## config.mk

```make
export PLATFORM = sky130hd
export DESIGN_NAME = dyn_tmr_ctrl
export DESIGN_NICKNAME = d
export VERILOG_FILES = /design/src/rtl/dyn_tmr_ctrl.sv
export SDC_FILE = /design/constraint.sdc
export NUM_CORES = 1
export LEC_CHECK = 0
export CORE_ASPECT_RATIO = 0.8
export CORE_MARGIN = 2
export CORE_UTILIZATION = 55
export DETAILED_ROUTE_END_ITERATION = 10
export PLACE_DENSITY = 0.82
export SYNTH_ARGS = -nofsm -noshare
export SYNTH_HDL_FRONTEND = slang
export SYNTH_SLANG_ARGS = --single-unit
```

## constraint.sdc

```tcl
create_clock -name clk -period 3.4 [get_ports clk]
set_input_delay 0.51 -clock clk [delete_from_list [all_inputs] [get_ports clk]]
set_output_delay 0.51 -clock clk [all_outputs]
set_load 0.02 [all_outputs]
```

## src/rtl/dyn_tmr_ctrl.sv

```systemverilog
// dyn_tmr_ctrl -- dynamic TMR enable controller.
//   Runs the primary replica alone (SIMPLEX) and brings up the two spare
//   replicas when enough proximity sensors fire or when the voter error
//   rate of the last completed window is too high. After a warm-up the
//   voted result is flagged valid. Once the trigger clears, the block
//   either drops straight back to SIMPLEX or, with the optional hysteresis
//   build, waits out a cool-down first.
//
// Build option:
//   DTMR_HYST_EN  defined   -> COOL state with HOLD-cycle cool-down
//                 undefined -> TMR returns to SIMPLEX as soon as trig drops
//
// Ports:
//   clk       in   sole clock, rising edge
//   rst       in   asynchronous active-high reset
//   sens      in   [N_SENS] sensor triggers
//   err_pulse in   voter mismatch flag, one count per cycle while high
//   en        out  [3] replica enables, bit0 = primary
//   state     out  1 = TMR voting valid
//   mode      out  [2] 0 SIMPLEX, 1 WARM, 2 TMR, 3 COOL
//   err_rate  out  [CW] error count of the last completed window
module dyn_tmr_ctrl #(
  parameter int N_SENS   = 4,
  parameter int SENS_THR = 3,
  parameter int WIN      = 16,
  parameter int ERR_THR  = 5,
  parameter int WARM     = 4,
  parameter int HOLD     = 32,
  localparam int CW      = $clog2(WIN + 1)
) (
  input  logic              clk,
  input  logic              rst,
  input  logic [N_SENS-1:0] sens,
  input  logic              err_pulse,
  output logic [2:0]        en,
  output logic              state,
  output logic [1:0]        mode,
  output logic [CW-1:0]     err_rate
);

  localparam int WW   = $clog2(WIN);
  localparam int PW   = $clog2(N_SENS + 1);
  // One counter serves both the warm-up and the cool-down.
  localparam int FMAX = (WARM > HOLD) ? WARM : HOLD;
  localparam int FW   = $clog2(FMAX + 1);

  typedef enum logic [1:0] {
    S_SIMPLEX = 2'd0,
    S_WARM    = 2'd1,
    S_TMR     = 2'd2,
    S_COOL    = 2'd3
  } st_e;

  st_e           st_q, st_d;
  logic [FW-1:0] cnt_q, cnt_d;
  logic [WW-1:0] win_cnt_q, win_cnt_d;
  logic [CW-1:0] err_cnt_q, err_cnt_d;
  logic [CW-1:0] err_rate_q, err_rate_d;

  logic [PW-1:0] pop;
  logic [CW:0]   err_sum;
  logic [CW-1:0] err_sat;
  logic          win_last;
  logic          trig;

  always_comb begin
    pop = '0;
    for (int i = 0; i < N_SENS; i++) pop = pop + PW'(sens[i]);
  end

  assign trig = (int'(pop) >= SENS_THR) || (int'(err_rate_q) > ERR_THR);

  // Error window: the pulse of the closing cycle is folded into the
  // published rate so it is never carried into the next window.
  always_comb begin
    err_sum    = {1'b0, err_cnt_q} + (CW+1)'(err_pulse);
    err_sat    = err_sum[CW] ? '1 : err_sum[CW-1:0];
    win_last   = (win_cnt_q == WW'(WIN - 1));
    win_cnt_d  = win_last ? '0 : win_cnt_q + WW'(1);
    err_cnt_d  = win_last ? '0 : err_sat;
    err_rate_d = win_last ? err_sat : err_rate_q;
  end

  always_comb begin
    st_d  = st_q;
    cnt_d = cnt_q;
    case (st_q)
      S_SIMPLEX: begin
        cnt_d = '0;
        if (trig) st_d = S_WARM;
      end
      // Warm-up always completes, even if trig drops meanwhile.
      S_WARM: begin
        if (cnt_q == FW'(WARM - 1)) begin
          st_d  = S_TMR;
          cnt_d = '0;
        end else begin
          cnt_d = cnt_q + FW'(1);
        end
      end
      S_TMR: begin
        cnt_d = '0;
        if (!trig) begin
`ifdef DTMR_HYST_EN
          st_d = S_COOL;
`else
          st_d = S_SIMPLEX;
`endif
        end
      end
`ifdef DTMR_HYST_EN
      S_COOL: begin
        if (trig) begin
          st_d  = S_TMR;
          cnt_d = '0;
        end else if (cnt_q == FW'(HOLD - 1)) begin
          st_d  = S_SIMPLEX;
          cnt_d = '0;
        end else begin
          cnt_d = cnt_q + FW'(1);
        end
      end
`endif
      // Code 3 without hysteresis is unreachable; recover to SIMPLEX.
      default: begin
        st_d  = S_SIMPLEX;
        cnt_d = '0;
      end
    endcase
  end

  always_ff @(posedge clk or posedge rst) begin
    if (rst) begin
      st_q       <= S_SIMPLEX;
      cnt_q      <= '0;
      win_cnt_q  <= '0;
      err_cnt_q  <= '0;
      err_rate_q <= '0;
    end else begin
      st_q       <= st_d;
      cnt_q      <= cnt_d;
      win_cnt_q  <= win_cnt_d;
      err_cnt_q  <= err_cnt_d;
      err_rate_q <= err_rate_d;
    end
  end

  assign en       = (st_q == S_SIMPLEX) ? 3'b001 : 3'b111;
  assign state    = (st_q == S_TMR) || (st_q == S_COOL);
  assign mode     = st_q;
  assign err_rate = err_rate_q;

endmodule

```

* After elaboration in Yosys (flattened, before gate mapping)
Cells that the tools add are included.
** Storage, ports and cells
- Register bits after elaboration :: 22
- Input port bits :: 7
- Output and inout port bits :: 11
- Logic and storage cells :: 35
** Operators by class
- $add $sub $neg :: 6
- $lt $le $gt $ge :: 2
- Equal/unequal tests :: 8
- Multiplexer cells :: 10
- Reduce and logical (&&, ||, !) cells :: 4
** Operators by type and width (number)
- two-way mux 6 bit :: 2
- two-way mux 5 bit :: 2
- adder 5 x 1 -> 6 bit :: 1
- adder 6 x 1 -> 6 bit (second input constant) :: 1
- == test 6 x 2 -> 1 bit (second input constant) :: 1
- two-way mux 2 bit :: 3
- inequality test 2 bit (second input constant) :: 3
- one-hot mux 2 bit (3 select lines) :: 1
- greater-than comparator 5 x 3 -> 1 bit (second input constant) :: 1
- adder 4 x 1 -> 4 bit (second input constant) :: 1
- == test 2 bit (second input constant) :: 2
- == test 4 bit (second input constant) :: 1
- two-way mux 4 bit :: 1
- adder 2 x 1 -> 3 bit :: 1
- adder 3 x 1 -> 3 bit :: 1
- greater-or-equal comparator 3 x 2 -> 1 bit (second input constant) :: 1
- two-way mux 3 bit :: 1
- AND reduction 3 bit :: 1
- adder 1 x 1 -> 2 bit :: 1
- == test 2 x 1 -> 1 bit (second input constant) :: 1
- zero test 2 bit :: 1
- logical OR 1 bit :: 2

* Longest topological paths before layout
Gate-level depths: netlist of the first run.
- Word-level depth :: 7
- Mapped depth :: 8
- Gate-level depth less buffers :: 8

* Worst setup path before layout of the first run
No wires, ideal clock.
- Kind :: in2reg
- From :: input port sens[0]
- To :: register st_q[0], in the netlist mode[0]
- Library setup time :: 0.129 ns
- Data arrival time :: 2.018 ns
- Required time :: 3.271 ns
- Setup slack :: 1.253 ns
- Cell stages on the path :: 8
- Buffers on the path :: 0
- Cell sequence :: inv_1 -> fa_1 -> inv_1 -> ha_1 -> ha_1 -> a2111oi_0 -> o21a_1 -> a21boi_0
** Between the ends
- Cells in the longest elaborated chain, start to end :: 7
- Elaborated cells on any way between the ends :: 8
- Classes of those cells :: add/sub (3); order compare (1); eq/ne (2); reduce/logical (2)
** RTL lines
- from (decl) :: RTL line 33 : input logic [N_SENS-1:0] sens,
- adder 1 x 1 -> 2 bit (*) :: RTL line 68 : for (int i = 0; i < N_SENS; i++) pop = pop + PW'(sens[i]);
- adder 2 x 1 -> 3 bit (*) :: RTL line 68
- adder 3 x 1 -> 3 bit (*) :: RTL line 68
- greater-or-equal comparator 3 x 2 -> 1 bit (*) :: RTL line 71 : assign trig = (int'(pop) >= SENS_THR) || (int'(err_rate_q) > ERR_THR);
- logical OR 1 bit (*) :: RTL line 71
- inequality test 2 bit (no line)
- AND reduction 3 bit (no line) (*)
- to (signal assigned) :: RTL line 140 : st_q <= st_d;
- to (decl) :: RTL line 54 : st_e st_q, st_d;
Mark *: on every way between the ends. The rest lies on a longest branch, timed or not.
A chain may end at the register's enable or synchronous reset.

* Worst setup path after layout of the first run
Same ends and word-level chain as after synthesis.

==> impl_summary.md, run 1 <==
Run status
The flow ran to the end, and the final reports show no timing, DRC or antenna violations.

Clock network
Counting the buffers created by CTS gives 3. For the worst-skew pair, the clock arrives at the later sink with an insertion delay of 300 ps. The tree is rooted in a clkbuf_4.

The clock drives 22 sinks. Clock-pin slew was measured on the worst setup and hold paths at 120 ps. The post-cts sizing count is 0.

The clock tree from TritonCTS is yes. Counting along the longest clock path gives a buffer depth of 2. Post-CTS timing repair inserted 0 buffers for setup. The deepest level of the CTS H-tree is 1. The number of buffers inserted for hold repair after clock tree synthesis is 0.

Yosys
By count the netlist is led by dfrtp_1, inv_1, nand2_1, nor2_1, o21ai_0. The part of the Yosys area used for sequential elements is between 50% and 60%. The synthesized area is approximately 1100 sq um.

The number of warnings issued by yosys is 0. The fraction of registers with async set/reset is between 90% and 100%. The top-area cell type share of the netlist area is 52.0%. Summing the areas of all and, or, nand and nor instances in the mapped netlist gives between 10% and 20% of the synthesized area.

The synthesized netlist devotes 10.2% of its cell area to adder and majority cells. The flip-flop and latch count after synthesis is 22. Yosys instantiated no cell more often than dfrtp_1. The post-synthesis compound-gate area fraction is 13.1%. The most used flip-flop cell after synthesis is dfrtp_1.

The synthesized net count is 118. The synthesized netlist cell count is 103. In the post-synthesis netlist, the biggest area contributors are dfrtp_1, ha_1, o21ai_0.

The parity-gate share of the synthesized area counting xor and xnor cells is 3.31%. Summed over all instances, the cell type with the most area after synthesis is dfrtp_1. The multiplexer share of the synthesized area is 0.946%.

Yosys mapped a number of flops with a built-in enable equal to 0. The average instance in the mapped netlist occupies 10.3 sq um. The dominant combinational cell family by area after synthesis is simple AND/OR/NAND/NOR gates. The unique cell type count in the Yosys netlist is 31.

Global route
The number of global-route vias before repair is a little under 800. The global-route wire length before repair is 3280 um. Entering global routing, the biggest net connects 23 pins.

The sum of overflow across all layers after global routing is 0. Across every metal layer, demand over resource in global routing totals roughly a fifth. The initial antenna violation count is 0.

Setup path
The signal on the critical path passes through clkdlybuf4s50_1 > inv_1 > fa_1 > inv_1 > ha_1 > ha_1 > a2111oi_0 > o21a_1 > a21boi_0. In this run the worst path has a maximum fanout of 2. The critical path in this run is classified as in2reg. The required arrival time at the worst endpoint is around 3600 ps. The kind of start point of the critical path is an input pin. The depth of the worst register-to-register path is 5. The data arrival at the endpoint of the critical path is 2740 ps. The critical path runs through a total of 9 cells. The worst setup path is captured at a flip-flop. The delay of the slowest cell on the worst path is 540 ps. On the critical path, the stage with the largest delay is an instance of fa_1. The number of buffers and inverters on the critical path is 3. The kind of cell with the highest combined delay on the critical path is adder cells.

Final layout
The area growth from synthesis to final layout is 19.3%. At the end of the flow, the number of nets in the layout was ~140. The number of antenna diodes in the final layout is 0.

The final-layout fill cell count is about 140. Leaving out filler cells and counting taps, the final layout contains between 100 and 150. Summing all multi-input logic gate instances after layout gives 452 sq um. Registers take 551 sq um. Cells with a size suffix above 1 make up 5.88% of the layout.

The share of the core filled with cells in the final layout is approximately two thirds.

Placement
The HPWL after detailed placement is 1450 um. Port buffering added 16 buffers. The final estimated routing congestion in global placement is ~0.85. At the placement stage, the worst setup path has a slack of a little over 500 ps. In this run, placement finished with an instance count of between 100 and 150.

Timing
After layout, the minimum clock period comes to approximately 2500 ps. The number of hold-slack violations in the final timing report came to 0. The transition time of the tightest slew-check pin is 808 ps. Adding up every negative setup slack in the final design gives 0 ps. The period utilization is approximately 75%.

Setup repair after global routing left no endpoint under its margin. The number of pins with negative max-slew slack in the final report was 0. Across the routed clock network, the largest skew measured is 2.56 ps. Setup violations remaining at the end of the flow were counted as 0. The worst path meets setup with 852 ps of slack. The achievable frequency is 0.392 GHz.

Measured against its own limit, the worst slew margin works out to 46.1%.

Detailed routing
The violation count after the first detailed-route iteration is 11. After detailed routing, the number of vias per cell comes to between 5 and 6. The DRC violation count after routing is 0. The antenna violation net count after detailed routing is 0. After detailed routing, the total wire length is roughly 1900 um. The first detailed-routing pass ran for 4 iterations. The detailed-route wire length per cell is 13.2 um. The total via count in the routed design is 782.

Hold path
The tightest min-delay check is of the reg2reg type. The number of cells traversed by the worst hold path is 1.

Floorplanning
The number of standard-cell rows in the floorplan is 14. In this run the horizontal extent of the chip is roughly 53 um. The core region is 1840 sq um. The starting utilization of the core area is 57.6%. The floorplan die height is 43.2 um. The die covers roughly 2300 sq um. For this design the top-level I/O count stands at 18.

Power and ir drop
The total power density per cell area is around 660 nW/um^2. The peak ir drop on the vdd network is 0.000480 V. The power consumption is 0.000831 W. The static leakage is just over 0.6 nW.

Job
Across the run, the number of max-cap violations was 0.
-- worst paths after layout --
kind                                        startpoint                      end  slack [ps]
worst max register to register  err_cnt_q[0]$_DFF_PP0_  err_rate[2]$_DFFE_PP0N_        1960
worst max-delay path                           sens[0]      mode[0]$_DFFE_PP0P_         850
worst min register to register  win_cnt_q[0]$_DFF_PP0_   win_cnt_q[0]$_DFF_PP0_         510
max in group asynchronous                          rst      mode[1]$_DFFE_PP0P_        2260
worst min-delay path            win_cnt_q[0]$_DFF_PP0_   win_cnt_q[0]$_DFF_PP0_         510
min in group asynchronous                          rst       cnt_q[2]$_DFF_PP0_         640
-- kinds of logic (layout without fill, tap and decap cells) --
family	count (synthesis)	count (layout)
compound gates	22	22
xor+xnor	4	4
fa+ha+maj	8	8
buf+inv	13	29
flops	22	22
mux	1	1
other cells	1	1
simple gates	32	32
-- where the power goes --
part           switching [W]  leakage [nW]  internal, W  total (W)
combinational       0.000165         0.306     0.000153   0.000318
sequential         0.0000537         0.283     0.000318   0.000371
clock              0.0000768        0.0210    0.0000654   0.000142
total               0.000296         0.610     0.000536   0.000831
-- sequential cells by signal, indices dropped and copies added (netlist names) --
name and flops:
cnt_q 6, err_cnt_q 5, err_rate 5, win_cnt_q 4, mode 2
-- cell usage in the layout, fill, tap and decap left out, drive strengths merged, types with 2 or more instances in the layout --
cell type and count:
a21boi 2, a21oi 2, a31oi 4, and3 3, clkbuf 4, clkdlybuf4s50 16
dfrtp 22, ha 7, inv 9, nand2 9, nand3 4, nor2 9
o21ai 9, xor2 3
-- worst register-to-register path, delay by kind of cell, from the launching register on --
| family | cells | cell delay (ps) |
|---|---|---|
| AND/OR/NAND/NOR | 1 | 270 |
| flip-flops | 1 | 380 |
| AO/OA/AOI/OAI | 2 | 220 |
| adder cells (fa/ha/maj) | 2 | 440 |
-- metrics by stage --
| stage | area [sq um] | hold slack, ps |
|---|---|---|
| 4_1_cts | 1260 | 505 |
| 6_report | 1260 | 508 |
| 5_1_grt | 1260 | 515 |
| 2_1_floorplan | 1060 | 448 |
| 3_5_place_dp | 1230 | 476 |
| 3_3_place_gp | 1230 | 465 |
-- cell type report --
type	count	area share (%)
Sequential cell	22	43.6
Inverter	9	2.68
Multi-Input combinational cell	68	35.8
Tap cell	24	2.38
Timing Repair Buffer	16	12.7
Clock buffer	4	2.87
-- layer usage --
layer  wire, um  track usage, %  share of wire (%)  vias to the layer above
met5          0               0                  0                        -
met4         31            6.15                1.6                        0
met3         74            7.39                3.9                        4
met2        926            35.8                 49                       16
met1        860            23.1                 45                      375
li1           -               -                  -                      387
No activity file was read; power rests on OpenSTA's default activity.
==> inputs of run 2 (changes only) <==
- CORE_UTILIZATION: 55 -> 46
- PLACE_DENSITY: 0.82 -> 0.74
- clock period: 3.4 -> 2.1 ns (I/O delays scaled with it)
==> impl_summary.md, run 2 (same netlist as run 1, synthesis figures left out) <==
Detailed routing
The DRC violation count after routing was 0 (unchanged). The vias per cell is 5.25 (-4.1%). The antenna violation net count after detailed routing is 0 (unchanged). The detailed-route wire length per cell is 12.1 um (-8.4%). The first-pass iteration count of the detailed router is 6 (+2). The violation count after the first detailed-route iteration was 22 (+11). The total via count in the routed design is 766 (-2.0%). The detailed-route wire length is 1770 um (-6.5%).

Setup path
The critical path starts at sens[0]. The required arrival time at the worst endpoint is 2310 ps (-1290 ps). The worst setup path is captured at a flip-flop.

The type of the worst setup path is in2reg. The kind of cell with the highest combined delay on the critical path is adder cells. In this run the critical register-to-register path is launched from err_cnt_q[0]$_DFF_PP0_. The maximum net fanout on the critical path came to 2 (unchanged). The data arrival at the endpoint of the critical path was 2140 ps (-600 ps). The number of buffers and inverters on the critical path is 4 (+1). The delay of the slowest cell on the worst path is 520 ps (-20 ps). The depth of the worst register-to-register path is 5 (unchanged). The signal on the critical path passes through dlygate4sd2_1 > inv_2 > fa_1 > inv_1 > ha_2 > buf_6 > ha_4 > nand2_1 > o21a_1 > o31ai_1.

The slack of the worst reg-to-reg path is 690 ps (-1270 ps). The kind of start point of the critical path is an input pin. On the critical path, the stage with the largest delay is an instance of fa_1.

The worst register-to-register path ends at err_rate[2]$_DFFE_PP0N_.

Timing
The number of pins with negative max-slew slack in the final report is 0 (unchanged). The number of hold-slack violations in the final timing report came to 0 (unchanged). Setup repair after global routing left no endpoint under its margin. The period utilization is between 90% and 100%. The setup TNS was 0 ps (unchanged). The final count of negative-setup-slack endpoints was 0 (unchanged). The clock skew after layout is 0.609 ps (-1.95 ps). Derived from the worst setup path, the maximum achievable clock frequency is 0.519 GHz.

The clock period could shrink to 1930 ps.

Final layout
The number of flip-flops in the largest register is 6 (unchanged). Leaving out fill and tap cells, the most frequent cell in the layout is dfrtp_1. The share of final-layout standard cells stronger than drive strength 1 was 10.7% (+4.9 points). The area of all placed cells without fillers is 1300 sq um (+3.0%). The final net count is 137 (+1.5%). The area growth from synthesis to layout is 22.8%. The antenna diode count is 0 (unchanged). The register with the most flip-flops in the final layout is cnt_q. The share of the core filled with cells in the final layout is 60.2% (-8.4 points).

Leaving out fill and tap cells, the most frequent cells in the layout are dfrtp_1, clkdlybuf4s50_1, nand2_1, o21ai_0, nor2_1.

Floorplanning
The die boundary width is 57.6 um (+8.6%). The number of standard-cell rows in the floorplan is 15 (+1). The placeable core region was 2160 sq um (+17%).

The floorplan die height is 46.9 um (+8.5%). The starting utilization of the core area was 49.0% (-8.5 points). The die outline area is 2700 sq um (+18%). The I/O pin count came to 18 (unchanged).

Clock network
The deepest level of the CTS H-tree is 1 (unchanged). The clock tree buffer depth was 2 (unchanged). The clock slew at the register clock pins of the worst setup and hold paths is 110 ps (about the same).

The clock insertion delay at the later pin of the skew report is 300 ps (about the same). The TritonCTS sink count came to 22 (unchanged). The clock tree from TritonCTS is yes. The library cell used as clock root buffer is clkbuf_4. The number of buffers inserted during clock tree synthesis is 3 (unchanged). The number of setup buffers added after CTS came to 0 (unchanged).

Power and ir drop
The peak ir drop on the vdd network came to 0.000592 V (+23%). The static leakage is 0.623 nW (+2.1%). The total power density per cell area was 1040 nW/um^2 (+58%).

Global route
The number of global-route vias before repair is 689 (-13%). The sum of overflow across all layers after global routing is 0 (unchanged). The global routing usage summed across all routing layers came to 14.4% (-6.0 points). The global-route wire length before repair is 2930 um (-11%). The maximum number of pins on one net before global-route repair was 23 (unchanged).

The initial antenna violation count is 0 (unchanged).

Placement
The HPWL after detailed placement is 1320 um (-8.5%). The final estimated routing congestion in global placement is 0.762 (-11%). The cell area after placement was 1240 sq um (+1.3%). The count of buffers from port buffering came to 16 (unchanged).

Run status
The run finished with clean final reports.

Hold path
The worst hold path belongs to the class in2async.

Job
The number of max-cap violations is 0 (unchanged).
[run 2: cell types whose count changed in the layout (fill, tap and decap cells not counted), sizes merged]
cell,before,now
buf,0,2
dlygate4sd2,0,3
clkdlybuf4s50,16,13
[run 2: power breakdown]
part / switching [W] / internal (W) / leakage (nW)
sequential: 0.0000912 / 0.000514 / 0.283
clock: 0.000120 / 0.000106 / 0.0210
combinational: 0.000264 / 0.000259 / 0.319
[run 2: area by class of cell]
type                    instances  area, sq um
clock buffers                   4         36.3
repair buffers                 18          175
inverters                       9         33.8
fillers                       183          858
multi-input cells              68          473
flip-flops and latches         22          551
well taps                      25         31.3
[run 2: per-layer routing]
metal | part of all wire (%) | global-route usage, %
met1 | 52 | 19.5
met2 | 42 | 23.0
met3 | 5.1 | 5.23
met4 | 0.51 | 2.79
met5 | 0 | 0
[run 2: metrics by stage]
step / instances / worst slack, ps / total power [W] / hold WS [ps]
floorplan: 103 / 148 / 0.000907 / 304
global route: 146 / 124 / 0.00145 / 347
global placement: 142 / -393 / 0.00111 / 467
CTS: 146 / 161 / 0.00137 / 334
finish: 146 / 174 / 0.00135 / 331
detailed placement: 142 / -486 / 0.00112 / 472
[run 2: worst max-delay path by stage]
stage	slack (ps)	endpoint	depth (start not counted)
floorplan	150	mode[0]$_DFFE_PP0P_	8
detailed placement	-490	mode[0]$_DFFE_PP0P_	9
global placement	-390	mode[0]$_DFFE_PP0P_	9
global route	120	en[1]	3
finish	170	mode[1]$_DFFE_PP0P_	10
CTS	160	mode[1]$_DFFE_PP0P_	10
[run 2: worst min-delay path: stages]
cell and delay (ps):
clkdlybuf4s50_1 400, inv_1 50, buf_4 270
[run 2: timing repair]
item                                    4_1_cts  5_1_grt
resized for setup                             9        0
hold buffers                                  0        0
endpoints found under the setup margin        2        0
==> RTL edit 1, RTL diff (settings of run 1) <==
Reset style: synchronous (`rst`), changed in one clocked block. Comments in the files are not updated.
--- a/src/rtl/dyn_tmr_ctrl.sv
+++ b/src/rtl/dyn_tmr_ctrl.sv
@@ -131,3 +131,3 @@
 
-  always_ff @(posedge clk or posedge rst) begin
+  always_ff @(posedge clk) begin
     if (rst) begin
Check against the original RTL: differs if rst is asserted again (counterexample within 4 cycles, from zero or initial values and one cycle with rst high); with rst held inactive, the same outputs for 10 cycles.
==> RTL edit 1 against run 1 <==
  * Count of clock-buffer cells in the layout is the same
  * Cell area shrank 3.1%
  * Hold slack lost 53 ps
  * Global-route usage grew 0.86 points
  * Sequential cell count is the same
  * Cell count grew 0.70%
  * Area after synthesis shrank 3.0%
  * Wire length grew 2.1%
  * Utilization grew 3.7 points
  * Critical endpoint is now mode[0]$_SDFFE_PP0P_
  * Setup slack gained 250 ps
  * Highest routed layer unchanged
  * Die area shrank 2.7%
Power is not compared: it rests on default switching activity, and its combinational part moved more than twofold at a synthesized area within 25%.
==> RTL edit 1: results <==
group,metric,value,unit
placement,place_congestion,0.8263,
pwr,peakVddDrop,0.0003940,V
placement,pre_cts_ws,760.2,ps
yosys,synth.distinct_cells,39,
layout,final_layout_size_suffix_gt1_share,9.836,%
worst_hold_path,min_path_type,"flip-flop to flip-flop",
status,outcome,"complete, no violations",
clock_tree,clock_latency,310,ps
global_route,grt_usage,21.32,%
layout,top_register,"cnt_q",
yosys,ys_dominant_reg_cell,"dfxtp_1",
global_route,grt_pass1_vias,738,
routing,firstDrtPassIters,4,
pwr,power.leakage,0.4833,nW
clock_tree,clkSlewWorstSetupHoldPaths,120,ps
clock_tree,htreeDepth,1,
routing,drt-initial-drc-count,22,
layout,largest_register_ffs,6,
placement,portBuffers,16,
worst_setup_path,arrival,2520,ps
yosys,synthTopCellsByArea,"dfxtp_1 43%, ha_1 8.5%, nor2_1 5.5%, xor2_1 2.6%, nand3_1 2.4%",
placement,numPlacedInstances,140,
clock_tree,cts_buffer_depth,2,
routing,dr_total_vias,793,
global_route,antenna_found_initial,0,
worst_setup_path,critPathSlowestCell,"fa_1",
worst_setup_path,worstPathMaxFanout,2,
worst_setup_path,worst_path_largest_cell_delay,530,ps
routing,avgRoutedWirePerCell,13.42,µm
sta,setup-violations-final,0,
yosys,yosys_warnings,0,
global_route,grt_max_degree,13,
routing,viasPerCell,5.507,
global_route,grt_pass1_wl,3.401,mm
layout,diodes,0,
yosys,synth_common_cells,"22 x dfxtp_1, 15 x nor2_1, 7 x ha_1, 6 x inv_1, 5 x nand3_1",
layout,fill_cells,136,
yosys,synth.avg_cell_area,9.600,µm²
pwr,cell_internal_pwr,0.3644,mW
yosys,syn_nets,122,
yosys,synth-seq-area-share,42.87,%
clock_tree,clk_root_buffer_cell,"clkbuf_4",
sta,finClkSkew,7.785,ps
clock_tree,post_cts_buffers,0,
worst_setup_path,crit_family,"adder cells",
placement,dp_hpwl,1.486,mm
clock_tree,ctsResizeCount,0,
placement,dpl_cell_area,1187,µm²
clock_tree,cts_inserted_buffers,3,
yosys,async_reset_ff_share,0,%
## RTL edit 1: cell types whose count changed in the layout (fill, tap and decap cells not counted), sizes merged, moves of 5 or more
| cell | delta |
|---|---|
| dfrtp | -22 |
| nand2 | -5 |
| dfxtp | +22 |
| nor2 | +6 |
| o21ai | -6 |
## RTL edit 1: cell families after synthesis
family | after synthesis | synth area share, %
mux | 1 | 0.9745
xor+xnor | 5 | 4.264
buf+inv | 11 | 4.871
fa+ha+maj | 8 | 10.47
flops | 22 | 42.87
simple gates | 42 | 23.14
compound gates | 17 | 13.03
other cells | 1 | 0.3651
## RTL edit 1: power groups by stage
stage	Clock (mW)	Sequential (mW)	Combinational, mW
floorplan	0	0.282	0.0426
global placement	0	0.281	0.0639
detailed placement	0	0.281	0.0658
CTS	0.147	0.276	0.0661
global route	0.161	0.277	0.0745
finish	0.145	0.276	0.0659
## RTL edit 1: metrics by stage
step	hold WS, ps	total power, mW
CTS	462.5	0.4890
finish	455.4	0.4865
global route	485.0	0.5131
floorplan	417.5	0.3243
global placement	432.8	0.3447
detailed placement	438.3	0.3470
## RTL edit 1: per-layer routing
metal,GRT usage [%],part of all wire (%),up-vias
met1,27.33,46,372
met3,7.746,5.1,2
met4,7.179,0.67,0
met2,33.00,48,20
li1,-,-,399
met5,0,0,-
## RTL edit 1: worst paths after layout
path              cells past startpoint               startpoint  slack, ps                       to
setup / recovery                      9                  sens[0]       1100     mode[0]$_SDFFE_PP0P_
hold / removal                        1  win_cnt_q[0]$_SDFF_PP0_        460  win_cnt_q[0]$_SDFF_PP0_
setup reg to reg                      4  win_cnt_q[0]$_SDFF_PP0_       2010  err_cnt_q[4]$_SDFF_PP0_
hold reg to reg                       1  win_cnt_q[0]$_SDFF_PP0_        460  win_cnt_q[0]$_SDFF_PP0_
## RTL edit 1: cell type report
cell class / instances / area [µm²] / area share (%)
Inverter: 6 / 22.52 / 1.840
Sequential cell: 22 / 440.4 / 35.99
Tap cell: 22 / 27.53 / 2.249
Timing Repair Buffer: 16 / 160.2 / 13.09
Multi-Input combinational cell: 74 / 536.8 / 43.87
Clock buffer: 4 / 36.28 / 2.965
## RTL edit 1: worst register-to-register path: cells and delay by family, from the launching register on
family                     cells  cell delay (ps)
and+or+nand+nor                3              700
DFF                            1              370
adders and majority gates      1              200
==> RTL edit 2, RTL diff (settings of run 1) <==
Without the edit above. The option `DTMR_HYST_EN` is turned on by a define.
--- a/src/rtl/dyn_tmr_ctrl.sv
+++ b/src/rtl/dyn_tmr_ctrl.sv
@@ -21,2 +21,4 @@
 //   err_rate  out  [CW] error count of the last completed window
+`define DTMR_HYST_EN
+
 module dyn_tmr_ctrl #(
Formal check against the unedited RTL: not equivalent (a bounded check fails within 10 cycles, from zero or initial values and one cycle with rst high).
==> RTL edit 2 against run 1 <==
  * Power down 10%
  * Area after synthesis increased by 4.6%
  * Cell area grew 3.6%
  * Count of clock-buffer cells in the layout stayed put
  * Combinational power shrank 19%
  * Hold slack got worse by 15 ps
  * Utilization is 0.47 points higher
  * Wire length up 8.8%
  * Critical path depth rose by 1
  * Sequential cell count unchanged
  * First-iteration DRC count is 9.1% lower
  * Largest power group unchanged
  * Critical endpoint is now cnt_q[1]$_DFF_PP0_
  * Setup slack got worse by 360 ps
==> RTL edit 2: results <==
group,metric,value,unit
status,outcome,"complete, no violations",
placement,place_congestion,0.8076,
global_route,grt_usage,20.19,%
yosys,syn_nets,121,
sta,tightest_slew,819.8,ps
yosys,synth-seq-area-share,49.72,%
yosys,synth_common_cells,"22 x dfrtp_1, 13 x nor2_1, 9 x o21ai_0, 8 x inv_1, 7 x nand2_1",
worst_setup_path,r2r-end,"cnt_q[1]$_DFF_PP0_",
worst_setup_path,worstRegToRegCells,4,
clock_tree,clk_root_buffer_cell,"clkbuf_4",
layout,layoutNonFillerInstCount,146,
global_route,antenna_found_initial,0,
sta,fin_crit_sh,85.63,%
pwr,peakVddDrop,0.0004351,V
worst_hold_path,holdPathStages,2,
layout,finalNetCount,137,
clock_tree,post_cts_buffers,0,
worst_setup_path,crit_family,"simple AND/OR/NAND/NOR gates",
yosys,synthTopCellsByArea,"dfrtp_1 50%, ha_1 6.8%, nor3b_2 4.5%, nor2_1 4.4%, o21ai_0 4.1%",
routing,routed_wl,2.060,mm
routing,dr_total_vias,808,
worst_setup_path,cp-endpoint,"cnt_q[1]$_DFF_PP0_",
yosys,synth.distinct_cells,29,
worst_setup_path,r2r-start,"err_rate[3]$_DFFE_PP0N_",
clock_tree,cts_buffer_depth,2,
pwr,power.leakage,0.6317,nW
layout,final_layout_size_suffix_gt1_share,9.836,%
global_route,grt_pass1_wl,3.367,mm
yosys,yosys_warnings,0,
worst_setup_path,worst_path_largest_cell_delay,540,ps
worst_hold_path,hold_end,"err_rate[0]$_DFFE_PP0N_",
clock_tree,clkSlewWorstSetupHoldPaths,110,ps
placement,dp_hpwl,1.556,mm
worst_hold_path,hold_start,"err_rate[0]$_DFFE_PP0N_",
worst_setup_path,worstPathMaxFanout,6,
placement,dpl_cell_area,1271,µm²
clock_tree,clock_latency,320,ps
sta,finClkSkew,9.498,ps
yosys,synth.avg_cell_area,10.35,µm²
routing,drt-initial-drc-count,10,
placement,pre_cts_ws,178.9,ps
worst_setup_path,rrSetupSlack,1730,ps
==> RTL edit 2: layer usage <==
layer / track usage (%) / part of all wire, % / vias up
met2: 35.18 / 50 / 18
met4: 4.500 / 0.83 / 0
met3: 7.095 / 5.2 / 3
li1: - / - / 393
met5: 0 / 0 / -
met1: 23.83 / 44 / 394
==> RTL edit 2: cell families (layout without fill, tap and decap cells) <==
logic type,after synthesis,count (layout),share of synthesized area [%]
other,1,1,0.3387
XOR/XNOR,6,6,4.746
AND/OR/NAND/NOR,41,41,20.68
flip-flops,22,22,49.72
buffers and inverters,13,28,5.084
adder cells (fa/ha/maj),7,7,8.587
AO/OA/AOI/OAI,15,15,9.040
multiplexers,2,2,1.808
==> RTL edit 2: power by group <==
| part | internal [mW] | switching, mW |
|---|---|---|
| registers | 0.302 | 0.0409 |
| clock network | 0.0655 | 0.0801 |
| logic | 0.127 | 0.130 |
==> RTL edit 2: final cells by class <==
| class | instances | area, µm² |
|---|---|---|
| fillers | 156 | 584.3 |
| flip-flops and latches | 22 | 550.5 |
| multi-input cells | 72 | 500.5 |
| repair buffers | 16 | 160.2 |
| clock buffers | 4 | 36.28 |
| inverters | 8 | 30.03 |
| well taps | 24 | 30.03 |
==> RTL edit 2: metrics by stage <==
stage          utilization (%)  hold WS [ps]  power (mW)
2_1_floorplan                -         449.2      0.4971
6_report                 69.11         493.8      0.7451
5_1_grt                  69.11         510.4      0.7867
3_5_place_dp             67.20         473.4      0.6048
3_3_place_gp             67.20         464.8      0.5969
4_1_cts                  69.11         497.4      0.7527
==> RTL edit 2: worst min-delay path: stages, from the launching register on <==
cell     delay (ps)
dfrtp_1         360
nand2_1          40
o21ai_0          60
